[src/rtl/scan_pkg.sv]
// Shared scan-chain definitions: loader FSM encoding and default chain geometry
// (the default geometry must match the overlay build).
package scan_pkg;

  typedef enum logic [1:0] {
    ST_IDLE      = 2'd0,
    ST_WAIT_WORD = 2'd1,
    ST_SHIFT     = 2'd2,
    ST_FINISH    = 2'd3
  } state_e;

  localparam int DEF_WORD_WIDTH   = 8;
  localparam int DEF_CHAIN_LENGTH = 20;

endpackage

[src/rtl/scan_capture.sv]
// SOUT deserializer: packs captured chain bits LSB-first into words and strobes RVALID;
// a flush emits a partially filled word with its unfilled MSBs zero.
module scan_capture
  import scan_pkg::*;
#(
  parameter int WORD_WIDTH = DEF_WORD_WIDTH
) (
  input  logic                  clk,
  input  logic                  rst,
  input  logic                  cap_en,
  input  logic                  sout,
  input  logic                  flush,
  output logic [WORD_WIDTH-1:0] rdata,
  output logic                  rvalid
);

  localparam int CW = (WORD_WIDTH > 1) ? $clog2(WORD_WIDTH) : 1;
  localparam logic [CW-1:0] LAST = CW'(WORD_WIDTH - 1);

  logic [WORD_WIDTH-1:0] cap_q, cap_d;
  logic [WORD_WIDTH-1:0] rdata_q, rdata_d;
  logic [CW-1:0]         cnt_q, cnt_d;
  logic                  rvalid_q, rvalid_d;

  always_comb begin
    cap_d    = cap_q;
    cnt_d    = cnt_q;
    rdata_d  = rdata_q;
    rvalid_d = 1'b0;
    if (cap_en) begin
      if (cnt_q == LAST) begin
        rdata_d        = cap_q;
        rdata_d[cnt_q] = sout;
        rvalid_d       = 1'b1;
        cap_d          = '0;
        cnt_d          = '0;
      end else begin
        cap_d[cnt_q] = sout;
        cnt_d        = cnt_q + 1'b1;
      end
    end else if (flush && (cnt_q != '0)) begin
      // cap_q is cleared at every word boundary, so unfilled bits are already zero
      rdata_d  = cap_q;
      rvalid_d = 1'b1;
      cap_d    = '0;
      cnt_d    = '0;
    end
  end

  always_ff @(posedge clk) begin
    if (rst) begin
      cap_q    <= '0;
      cnt_q    <= '0;
      rdata_q  <= '0;
      rvalid_q <= 1'b0;
    end else begin
      cap_q    <= cap_d;
      cnt_q    <= cnt_d;
      rdata_q  <= rdata_d;
      rvalid_q <= rvalid_d;
    end
  end

  assign rdata  = rdata_q;
  assign rvalid = rvalid_q;

endmodule

[src/rtl/scan_loader.sv]
// Host-driven scan loader: accepts words over valid/ready, shifts exactly CHAIN_LENGTH bits
// LSB-first onto registered SE/SIN, and captures SOUT into readback words.
module scan_loader
  import scan_pkg::*;
#(
  parameter int WORD_WIDTH   = DEF_WORD_WIDTH,
  parameter int CHAIN_LENGTH = DEF_CHAIN_LENGTH,
  parameter int CNT_W        = 16
) (
  input  logic                  PCLK,
  input  logic                  PRST,
  input  logic                  START,
  input  logic [WORD_WIDTH-1:0] DATA_IN,
  input  logic                  DATA_VALID,
  output logic                  DATA_READY,
  output logic                  SE,
  output logic                  SIN,
  input  logic                  SOUT,
  output logic [WORD_WIDTH-1:0] RDATA,
  output logic                  RVALID,
  output logic                  BUSY,
  output logic                  DONE
);

  localparam int               WB_W  = $clog2(WORD_WIDTH + 1);
  localparam logic [CNT_W-1:0] WW_C  = CNT_W'(WORD_WIDTH);
  localparam logic [CNT_W-1:0] LEN_C = CNT_W'(CHAIN_LENGTH);
  localparam logic [CNT_W-1:0] ONE_C = CNT_W'(1);
  localparam logic [WB_W-1:0]  WB1_C = WB_W'(1);

  state_e                state_q, state_d;
  logic [CNT_W-1:0]      remaining_q, remaining_d;
  logic [WB_W-1:0]       wbits_q, wbits_d;
  logic [WORD_WIDTH-1:0] shreg_q, shreg_d;
  logic                  se_q, se_d;
  logic                  sin_q, sin_d;

  always_ff @(posedge PCLK) begin
    if (PRST) begin
      state_q     <= ST_IDLE;
      remaining_q <= '0;
      wbits_q     <= '0;
      shreg_q     <= '0;
      se_q        <= 1'b0;
      sin_q       <= 1'b0;
    end else begin
      state_q     <= state_d;
      remaining_q <= remaining_d;
      wbits_q     <= wbits_d;
      shreg_q     <= shreg_d;
      se_q        <= se_d;
      sin_q       <= sin_d;
    end
  end

  always_comb begin
    state_d = state_q;
    case (state_q)
      ST_IDLE:      if (START) state_d = ST_WAIT_WORD;
      ST_WAIT_WORD: if (DATA_VALID) state_d = ST_SHIFT;
      ST_SHIFT: begin
        if (remaining_q == ONE_C)  state_d = ST_FINISH;
        else if (wbits_q == WB1_C) state_d = ST_WAIT_WORD;
      end
      ST_FINISH:    state_d = ST_IDLE;
      default:      state_d = ST_IDLE;
    endcase
  end

  // SE/SIN are registered, so the bit for the next cycle is chosen here: the first bit is
  // launched at acceptance and each SHIFT cycle launches the following one.
  always_comb begin
    remaining_d = remaining_q;
    wbits_d     = wbits_q;
    shreg_d     = shreg_q;
    se_d        = 1'b0;
    sin_d       = 1'b0;
    case (state_q)
      ST_IDLE: begin
        if (START) remaining_d = LEN_C;
      end
      ST_WAIT_WORD: begin
        if (DATA_VALID) begin
          shreg_d = DATA_IN >> 1;
          wbits_d = (remaining_q < WW_C) ? WB_W'(remaining_q) : WB_W'(WORD_WIDTH);
          se_d    = 1'b1;
          sin_d   = DATA_IN[0];
        end
      end
      ST_SHIFT: begin
        remaining_d = remaining_q - ONE_C;
        wbits_d     = wbits_q - WB1_C;
        if ((remaining_q != ONE_C) && (wbits_q != WB1_C)) begin
          se_d    = 1'b1;
          sin_d   = shreg_q[0];
          shreg_d = shreg_q >> 1;
        end
      end
      default: ;
    endcase
  end

  always_comb begin
    DATA_READY = (state_q == ST_WAIT_WORD);
    BUSY       = (state_q != ST_IDLE);
    DONE       = (state_q == ST_FINISH);
    SE         = se_q;
    SIN        = sin_q;
  end

  scan_capture #(
    .WORD_WIDTH(WORD_WIDTH)
  ) u_capture (
    .clk    (PCLK),
    .rst    (PRST),
    .cap_en (se_q),
    .sout   (SOUT),
    .flush  (state_q == ST_FINISH),
    .rdata  (RDATA),
    .rvalid (RVALID)
  );

endmodule

[config.mk]
export PLATFORM = sky130hd
export DESIGN_NAME = scan_loader
export DESIGN_NICKNAME = d
export VERILOG_FILES = /design/src/rtl/scan_pkg.sv /design/src/rtl/scan_capture.sv /design/src/rtl/scan_loader.sv
export SDC_FILE = /design/constraint.sdc
export NUM_CORES = 1
export LEC_CHECK = 0
export BUFFER_PORTS_ARGS = -buffer_cell sky130_fd_sc_hd__buf_2
export CAP_MARGIN = 20
export CORE_MARGIN = 10
export CORE_UTILIZATION = 59
export DETAILED_ROUTE_END_ITERATION = 10
export PLACE_DENSITY = 0.76
export SLEW_MARGIN = 5
export SYNTH_ARGS = -nofsm -noshare
export SYNTH_HDL_FRONTEND = slang
export SYNTH_SLANG_ARGS = --single-unit
export TNS_END_PERCENT = 100
[constraint.sdc]
create_clock -name PCLK -period 2.55 [get_ports PCLK]
set_input_delay 0.255 -clock PCLK [delete_from_list [all_inputs] [get_ports PCLK]]
set_output_delay 0.255 -clock PCLK [all_outputs]
set_load 0.01 [all_outputs]
# Word level (Yosys, flattened, before mapping)
# Index checks and enable logic that the tools add are counted.
dict set report totals {
  reg_bits 52
  latch_bits 0
  ramBits 0
  mem_bits_ro 0
  output_inout_bits 14
  elab_cells 77
  mem_count 0
}
dict set report classes {
  addsub 3
  multipliers 0
  n_div 0
  n_lt_le_gt_ge 3
  n_eq_ne 13
  shifts 0
  muxes 34
  n_bitwise 0
  n_reduce_logical 14
}
# operator n
set ops {}
lappend ops {{8-bit 2-to-1 mux} 8}
lappend ops {{16-bit one-hot mux with 2 select lines} 1}
lappend ops {{16-bit by 1-bit == test with 1-bit output, second input constant} 1}
lappend ops {{16-bit by 4-bit < comparator with 1-bit output, second input constant} 1}
lappend ops {{16-bit 2-to-1 mux} 1}
lappend ops {{16-bit by 1-bit inequality test with 1-bit output, second input constant} 1}
lappend ops {{8-bit one-hot mux with 2 select lines} 1}
lappend ops {{16-bit by 1-bit subtractor with 16-bit output, second input constant} 1}
lappend ops {{3-bit 2-to-1 mux} 3}
lappend ops {{8-bit bitwise mux} 1}
lappend ops {{1-bit 2-to-1 mux} 8}
lappend ops {{2-bit 2-to-1 mux} 4}
lappend ops {{4-bit 2-to-1 mux} 2}
lappend ops {{2-bit one-hot mux with 4 select lines} 1}
lappend ops {{4-bit one-hot mux with 2 select lines} 1}
lappend ops {{2-bit nonzero test} 4}
lappend ops {{2-bit inequality test, second input constant} 3}
lappend ops {{2-bit AND reduction} 3}
lappend ops {{3-bit AND reduction} 2}
lappend ops {{2-bit == test, second input constant} 2}
lappend ops {{4-bit by 1-bit == test with 1-bit output, second input constant} 1}
lappend ops {{3-bit by 4-bit < comparator with 1-bit output, second input constant} 1}
lappend ops {{4-bit by 1-bit inequality test with 1-bit output, second input constant} 1}
lappend ops {{1-bit one-hot mux with 2 select lines} 2}
lappend ops {{other kinds (11)} 13}

# Depth between registers and ports, before layout
dict set report depth {
  word_depth 7
  ltp_mapped 8
}

# Modules after synthesis
# Synthesis repeated with hierarchy kept, for this count alone.
dict set report hier_totals {
  hier_cells 331
  hier_area_um2 2951.6
}
# mod instances cells_per_inst area_per_inst_um2 seq_area_each_um2
set modules_own_cells {}
lappend modules_own_cells {scan_loader 1 200 1725.4 620.6}
lappend modules_own_cells {scan_capture 1 131 1226.2 400.4}

# Worst setup path before layout
# OpenSTA, ideal clock, no wires.
dict set report synth_timing {
  kind {flip-flop to flip-flop}
  start {register remaining_q[0]}
  end {register remaining_q[14]}
  setup_ps 71
  t_arrival_ps 2063
  required_time_ps 2479
  setup_slack_ps 417
  path_stages_with_launch 7
  n_path_buf 0
  period_less_slack_ps 2133
  path_cell_list {dfxtp_1 inv_1 ha_1 or4b_1 or4_1 or3_1 a21oi_1}
}
dict set report synth_via {
  elab_chain_cells 2
}
# item line_no
set synth_rtl {}
lappend synth_rtl {{start: declaration} scan_loader.sv:32} ;# logic [CNT_W-1:0] remaining_q, remaining_d;
lappend synth_rtl {{start signal: assignment} scan_loader.sv:48} ;# remaining_q <= remaining_d;
lappend synth_rtl {{16-bit by 1-bit subtractor with 16-bit output} scan_loader.sv:91} ;# remaining_d = remaining_q - ONE_C;
lappend synth_rtl {{16-bit one-hot mux with 2 select lines} scan_loader.sv:78} ;# case (state_q)
# No other way between the ends.
# A chain may end at the register's enable or synchronous reset.

# Worst setup path after layout
dict set report layout_timing {
  start {register remaining_q[0]}
  end {register remaining_q[12]}
}
# Same word-level chain as after synthesis.

==> impl_metrics.ini <==
[run_status]
status = finished, final reports clean

[critical_path]
path_depth = 6
worst-r2r-cell-count = 6
critPathArrivalTime_ns = 2.56
cp_max_fo = 5
reg2reg_to = remaining_q[12]$_SDFFE_PP0P_
worst-path-buf-inv = 1
startpoint = remaining_q[0]$_SDFFE_PP0P_
worstReg2RegStart = remaining_q[0]$_SDFFE_PP0P_
critPathKind = flop to flop
cp_cell_sequence = inv_1 -> ha_1 -> or4b_1 -> or4_1 -> or3_1 -> a21oi_1
start_kind = flop
r2r_setup_slack_ns = 0.23
critPathTopFamily = simple AND/OR/NAND/NOR gates
critPathCaptureType = flop
slowest_stage = or4_1
crit_end = remaining_q[12]$_SDFFE_PP0P_
cp_slowest_stage_delay_ns = 0.57
required_ns = 2.79

[placement]
hpwl_um = 4351
io_buffer_count = 26
place_congestion = 0.9093

[die]
core_um2 = 4414
die_w_um = 87.79
die_height_um = 87.79
io_pins = 27
initial_core_util_pct = 61.42
die_area_um2 = 7707
num_rows = 24

[yosys]
synth-edff-count = 0
yosys.area_share.simple_pct = 28.10
synth_compound_area_share_pct = 19.01
synth_top_family_by_area = simple AND/OR/NAND/NOR gates
netlist_instances = 335
netlist_top_cells_area = dfxtp_1, a21oi_1, ha_1, nand2_1, nor2_1
yosysSeqAreaShare_pct = 37.66
synth_ff_type = dfxtp_1
synth-xor-area-share_pct = 1.938
synth_top_area_cell = dfxtp_1
netlist_area_um2 = 2711
yosysWarnings = 0
yosys_register_bits = 51
synthMuxAreaShare_pct = 3.738
ys_types = 49
synth_top_area_share_pct = 37.66
synthArstFlopShare_pct = 0
synth_fa_ha_area_share_pct = 5.076
syn_nets = 359
avgSynthCellArea_um2 = 8.094

[sta]
worst_pin_slew_ns = 0.8253
fin_skew_ns = 0.007409
setup_viol_count_final = 0
min_period_over_period_pct = 90.91
fmax_mhz = 431.4
finalMaxSlewViolations = 0
slew_headroom_pct = 44.98
min_period_ns = 2.318
hold_viol = 0
whs_ns = 0.2167
tns_ns = 0
rsz0062_at_grt = false

[cells_and_area]
drive_above_1_share_pct = 14.04
final_common_cell = dfxtp_1
area_delta_synth_final_pct = 10.15
layout_common_cells = dfxtp_1, a21oi_1, nand2_1
n_antenna_cell = 0
fin_nets = 379

[routing]
via_count = 2414
ant_nets = 0
drtIter0Drc = 126
viasPerCell = 5.917
wl_per_cell_um = 15.13
wl_um = 6174
drc = 0
dr.pass1.iters = 4

[grt]
grt_max_degree = 41
grt_use_total_pct = 16.34
overflow = 0
grt_pass1_wl_um = 10380
grt_pass1_vias = 2272
antenna_found_initial = 0

[clocking]
clkLatencyLatePin_ns = 0.31
cts_made_buffers = 5
cts_max_level = 2
cts_sinks = 51
clk_pin_slew_ns = 0.09
cts_resized = 0
cts-hold-fix-buffers = 0
cts_buffer_depth = 2
postCtsSetupBuffers = 0
cts_root_buf = clkbuf_8
cts_tree = yes

[hold_path]
min_path_type = input port to flop
hp-start = DATA_IN[0]

[pwr]
leakagePower_nw = 1.134
finalPower_w = 0.002951
vdd_drop_max_v = 0.0004756
p_per_area_nw_per_um2 = 988.1

[job]
maxCapViolCount = 0
## synthesized netlist by cell type, drive strengths merged (7+ instances only)
cell and instances:
dfxtp 51, a21oi 43, nand2 30, nor2 28, o21ai 18, clkbuf 16
nand3 13, ha 11, inv 11, mux2i 9, or3 9, or4 9
a311oi 7, nand2b 7, nor3 7
## report_power, final
group | total [W] | internal, W | switching (W)
clock network | 0.000508 | 0.000248 | 0.000260
logic | 0.00132 | 0.000575 | 0.000741
registers | 0.00113 | 0.000965 | 0.000162
total | 0.00295 | 0.00179 | 0.00116
## area by class of cell
cell class	count	area [µm²]
Clock buffer	8	100.1
Multi-Input combinational cell	252	1569
Timing Repair Buffer	34	190.2
Fill cell	391	1428
Tap cell	52	65.06
Inverter	11	41.29
Sequential cell	51	1021
## through the flow
stage / setup WS, ns / util (%) / area [µm²] / instances
3_5_place_dp: 0.2545 / 65.39 / 2887 / 400
4_1_cts: 0.2229 / 67.66 / 2987 / 408
2_1_floorplan: 0.4166 / - / 2711 / 335
3_3_place_gp: 0.3163 / 65.39 / 2887 / 400
5_1_grt: 0.05258 / 67.66 / 2987 / 408
6_report: 0.2318 / 67.66 / 2987 / 408
## how the worst min path moves through the flow
stage | slack, ns | cells past startpoint | to
2_1_floorplan | 0.42 | 2 | SIN$_SDFF_PP0_
3_3_place_gp | 0.46 | 2 | shreg_q[1]$_SDFFE_PP0P_
3_5_place_dp | 0.47 | 2 | u_capture.cap_q[3]$_SDFFE_PP0P_
4_1_cts | 0.21 | 3 | SIN$_SDFF_PP0_
5_1_grt | 0.21 | 3 | SIN$_SDFF_PP0_
6_report | 0.22 | 3 | SIN$_SDFF_PP0_
## worst min-delay path, delay by kind of cell
family                 cells  cell delay [ns]
buffers and inverters      1             0.10
AOI/OAI and AO/OA          1             0.06
and+or+nand+nor            1             0.07
## routing by layer
metal  track usage (%)  share of wire, %  vias up
met5                 0                 0        -
met4             5.797               1.4        0
met3             4.735               5.3        8
met2             26.59                47       47
met1             20.03                47     1109
li1                  -                 -     1250
## state kept, by name, indices dropped and copies added (netlist names)
register	cells
remaining_q	16
SE	1
u_capture.rdata	8
u_capture.cnt_q	3
SIN	1
shreg_q	7
state_q	2
u_capture.cap_q	8
u_capture.rvalid	1
wbits_q	4
## kinds of logic (layout without fill, tap and decap cells)
kind of cell | count (synthesis) | count (layout)
buffers and inverters | 32 | 53
adders and majority gates | 11 | 11
muxes | 10 | 10
xor gates and xnor gates | 6 | 6
and+or+nand+nor | 138 | 138
DFF | 51 | 51
AOI/OAI and AO/OA | 87 | 87
No activity file was read; power rests on OpenSTA's default activity.
